==> src/rtl/jtcop_pkg.sv <==
// Shared types and constants for the object-RAM copy engine.
package jtcop_pkg;

   // Default copy length is 2**COPY_AW words
   localparam int unsigned COPY_AW = 10;

   typedef enum logic [1:0] {
      ST_IDLE  = 2'd0,
      ST_WAIT  = 2'd1,
      ST_COPY  = 2'd2,
      ST_FLUSH = 2'd3
   } dma_state_t;

endpackage

==> src/rtl/jtcop_obj_dma.sv <==
// Copies the whole object RAM into the object line-buffer RAM on a CPU strobe.
// Optional JTCOP_OBJ_DMA_VBL_EN holds a requested copy until vertical blank.
module jtcop_obj_dma
   import jtcop_pkg::*;
#(
   parameter int unsigned AW = COPY_AW,
   parameter int unsigned DW = 16
)(
   input  logic          rst,
   input  logic          clk,
   input  logic          cen,
   input  logic          obj_copy,
   input  logic          vblank,
   output logic [AW-1:0] src_addr,
   input  logic [DW-1:0] src_data,
   output logic [AW-1:0] dst_addr,
   output logic [DW-1:0] dst_data,
   output logic          dst_we,
   output logic          busy,
   output logic          done
);

   localparam logic [AW-1:0] LAST_ADDR = '1;

   dma_state_t st;
   logic       copy_l;
   logic       pending;
   logic       we_q;
   logic       done_q;
   logic       req;

   assign req = obj_copy & ~copy_l;

   // The source RAM answers one enabled cycle late, so its data lines up with dst_addr
   assign dst_we   = we_q & cen;
   assign dst_data = dst_we ? src_data : '0;
   assign done     = done_q & cen;

`ifndef JTCOP_OBJ_DMA_VBL_EN
   logic unused_vblank;
   assign unused_vblank = vblank;
`endif

   always_ff @(posedge clk or posedge rst) begin
      if (rst) begin
         st       <= ST_IDLE;
         copy_l   <= 1'b1;
         pending  <= 1'b0;
         src_addr <= '0;
         dst_addr <= '0;
         we_q     <= 1'b0;
         done_q   <= 1'b0;
         busy     <= 1'b0;
      end else if (cen) begin
         copy_l <= obj_copy;
         we_q   <= 1'b0;
         done_q <= 1'b0;
         case (st)
            ST_IDLE: begin
               if (req || pending) begin
                  pending  <= 1'b0;
                  busy     <= 1'b1;
                  src_addr <= '0;
`ifdef JTCOP_OBJ_DMA_VBL_EN
                  st       <= vblank ? ST_COPY : ST_WAIT;
`else
                  st       <= ST_COPY;
`endif
               end else begin
                  busy <= 1'b0;
               end
            end
`ifdef JTCOP_OBJ_DMA_VBL_EN
            ST_WAIT: begin
               if (req) pending <= 1'b1;
               if (vblank) begin
                  src_addr <= '0;
                  st       <= ST_COPY;
               end
            end
`endif
            ST_COPY: begin
               if (req) pending <= 1'b1;
               we_q     <= 1'b1;
               dst_addr <= src_addr;
               // Hold the read address on the last word so nothing wraps to word 0
               if (src_addr == LAST_ADDR) begin
                  st <= ST_FLUSH;
               end else begin
                  src_addr <= src_addr + AW'(1);
               end
            end
            ST_FLUSH: begin
               done_q  <= 1'b1;
               busy    <= pending | req;
               pending <= pending | req;
               st      <= ST_IDLE;
            end
            default: begin
               st   <= ST_IDLE;
               busy <= 1'b0;
            end
         endcase
      end
   end

endmodule

==> config.mk <==
export PLATFORM = sky130hd
export DESIGN_NAME = jtcop_obj_dma
export DESIGN_NICKNAME = d
export VERILOG_FILES = /design/src/rtl/jtcop_pkg.sv /design/src/rtl/jtcop_obj_dma.sv
export SDC_FILE = /design/constraint.sdc
export NUM_CORES = 1
export LEC_CHECK = 0
export ABC_CLOCK_PERIOD_IN_PS = 4400
export CAP_MARGIN = 25
export CORE_MARGIN = 3
export CORE_UTILIZATION = 47
export DETAILED_ROUTE_END_ITERATION = 6
export HOLD_SLACK_MARGIN = 0.12
export PLACE_DENSITY = 0.82
export SLEW_MARGIN = 5
export SYNTH_ARGS = -nofsm -noshare
export SYNTH_HDL_FRONTEND = slang
export SYNTH_SLANG_ARGS = --single-unit
export TNS_END_PERCENT = 10
==> constraint.sdc <==
create_clock -name clk -period 4.4 [get_ports clk]
set_input_delay 1.32 -clock clk [delete_from_list [all_inputs] [get_ports clk]]
set_output_delay 1.32 -clock clk [all_outputs]
set_load 0.02 [all_outputs]
==> qor.yml <==
synth:
  synth-edff-count: 0
  postSynth.asyncResetShare_pct: 100
  synthFlopType: "dfrtp_1"
  netlist_instances: 162
  syn_area_per_cell_um2: 9.60
  yosysWarnings: 0
  synth_cell_types: 40
  syn-num-nets: 188
  synth_area_um2: 1560
  yosys_register_bits: 27
  ys_seq_area_share_pct: 43.5
drt:
  first_pass_iters: 4
  ant_nets: 0
  first_iter_violations: 78
  num_vias: 1462
  routed_via_density: 5.58
  routed_wirelength_um: 4000
  wl_per_cell_um: 15.3
  drc_errors: 0
sta:
  slew_violations: 0
  fin_hold_ws_ns: 0.507
  finClkSkew_ns: 0.00846
  setup_total_negative_slack_ns: 0
  slew_headroom_pct: 46.2
  hold_viol: 0
  period_needed_ns: 4.30
  timing.fmax_ghz: 0.232
  worstMarginPinSlew_ns: 0.807
  setup-violations-final: 0
  finalCritPeriodShare_pct: 97.8
  rsz0062_at_grt: "false"
placement:
  place_congestion: 0.800
  dpl.hpwl_um: 3030
  io_buffers: 58
power:
  p_per_area_nw_per_um2: 447
  p_seq_share_pct: 38.9
  clkPwrFrac_pct: 11.0
  p_int_w: 0.000577
  ir_drop_uv: 274
  p_sw_w: 0.000415
  combinationalPowerShare_pct: 50.1
  swShare_pct: 41.8
  p_leak_nw: 0.955
global_route:
  grt_pass1_vias: 1318
  grt_antenna_before_repair: 0
  grt_pass1_wl_um: 6400
  grt_max_degree: 28
  gr-total-overflow: 0
  track_usage_pct: 19.6
final_layout:
  syn2layout_area_growth_pct: 42.8
  final-seq-area_um2: 677
  drive_gt1_share_pct: 13.3
  layout_commonest_cell: "clkdlybuf4s50_1"
  final_cell_mix: "58 x clkdlybuf4s50_1, 26 x dfrtp_1, 16 x and3_1, 12 x nor2_1, 10 x mux2_2"
  n_antenna_cell: 0
  nNetsFinal: 245
  nFillCells: 266
  multiInputGateArea_um2: 808
clocking:
  cts_made_buffers: 3
  clkTransAtPathRegs_ns: 0.15
  cts_tree: "yes"
  h-tree-depth: 1
  cts.sink_count: 27
  ctsResizeCount: 0
  clk_latency_ns: 0.32
  cts-root-buf: "clkbuf_4"
  cts_buffer_depth: 2
  post_cts_buffers: 0
  holdBufCountCts: 0
setup_path:
  r2r_end: "dst_addr[8]"
  endpoint_kind: "output port"
  critical_path.max_fanout: 20
  cp.required_ns: 3.08
  reg2reg_slack_ns: 2.08
  arrival_ns: 2.98
  path_class: "in2out"
  r2r_cells: 4
  r2r-start: "st[0]"
  worstSetupStartpointType: "input port"
run_status:
  status: "finished, final reports clean"
floorplan:
  dieArea_um2: 4040
  initial_core_util_pct: 50.1
  die_w_um: 63.5
  rows: 20
  die_h_um: 63.5
  core_area_um2: 3100
  io_pins: 60
run:
  drv_cap: 0
min_path:
  worstHoldStart: "dst_addr[6]"
  hp-class: "reg2reg"
  min_to: "dst_addr[6]"
  min_delay_path_depth: 2
-- routing by layer --
layer / part of all wire [%] / vias up / global-route usage (%) / routed length [µm]
met5: 0 / - / 0 / 0
met4: 1.1 / 0 / 4.85 / 44
met3: 3.7 / 6 / 1.96 / 149
met2: 52 / 44 / 34.3 / 2090
met1: 43 / 706 / 25.8 / 1710
li1: - / 706 / - / -
-- worst max-delay path, cell delays in order --
cell and delay [ns]:
clkdlybuf4s50_1 0.79, and3_1 0.25, clkdlybuf4s50_1 0.62
-- worst max-delay path by stage --
| stage | startpoint | to | slack (ns) | cells after the start |
|---|---|---|---|---|
| floorplan | cen | dst_data[0] | 1.11 | 3 |
| global placement | cen | dst_data[2] | 0.19 | 3 |
| detailed placement | cen | dst_data[15] | 0.10 | 3 |
| CTS | cen | dst_data[15] | 0.10 | 3 |
| global route | cen | dst_data[15] | 0.01 | 3 |
| finish | cen | dst_data[15] | 0.1 | 3 |
-- registers in the layout (all words and copies together), names as in the netlist --
register and cells:
dst_addr 10, src_addr 10, st 2, busy 1, copy_l 1, done_q 1
pending 1, we_q 1
-- cell families after synthesis --
family                   Yosys count  synth area share, %
adder cells (fa/ha/maj)            5                 4.02
flip-flops                        27                 43.5
buffers and inverters             17                 4.50
AND/OR/NAND/NOR                   71                 26.6
AO/OA/AOI/OAI                     32                 14.1
multiplexers                      10                 7.24
-- stage by stage --
stage	utilization (%)	instance area [µm²]	instances	worst slack (ns)	total power, W
after floorplan	-	1560	162	1.11	0.000682
after global placement	69.8	2170	257	0.188	0.000865
after detailed placement	69.8	2170	257	0.104	0.000883
after CTS	70.7	2190	261	0.103	0.000993
after global routing	71.6	2220	262	0.0143	0.00106
final	71.6	2220	262	0.0987	0.000993
-- power by group through the flow --
stage	clock, W	sequential [W]	combinational, W
2_1_floorplan	0	0.000429	0.000253
3_3_place_gp	0	0.000384	0.000481
3_5_place_dp	0	0.000390	0.000494
4_1_cts	0.000112	0.000385	0.000495
5_1_grt	0.000124	0.000399	0.000533
6_report	0.000109	0.000386	0.000497
-- cells in the mapped netlist, drive strengths merged, types with 2 or more instances --
| library cell | instances | area, µm² |
|---|---|---|
| a21oi | 7 | 42.5 |
| a311oi | 2 | 17.5 |
| a31oi | 4 | 25.0 |
| a41oi | 2 | 17.5 |
| and2 | 4 | 25.0 |
| and3 | 17 | 108 |
| and4 | 3 | 26.3 |
| buf | 6 | 28.8 |
| clkbuf | 3 | 11.3 |
| dfrtp | 26 | 651 |
| ha | 5 | 62.6 |
| inv | 8 | 30.0 |
| mux2 | 10 | 113 |
| nand2 | 10 | 40.0 |
| nand2b | 2 | 12.5 |
| nand3 | 8 | 40.0 |
| nand4 | 2 | 18.8 |
| nor2 | 12 | 45.0 |
| nor2b | 2 | 15.0 |
| nor3 | 6 | 45.0 |
| nor4 | 3 | 18.8 |
| o21ai | 9 | 45.0 |
-- area by class of cell --
class / instances / share of cell area [%]
Multi-Input combinational cell: 118 / 36.4
Clock buffer: 3 / 1.01
Sequential cell: 27 / 30.5
Tap cell: 44 / 2.48
Clock inverter: 1 / 0.225
Timing Repair Buffer: 61 / 28.1
Inverter: 8 / 1.35
No activity file was read; power rests on OpenSTA's default activity.
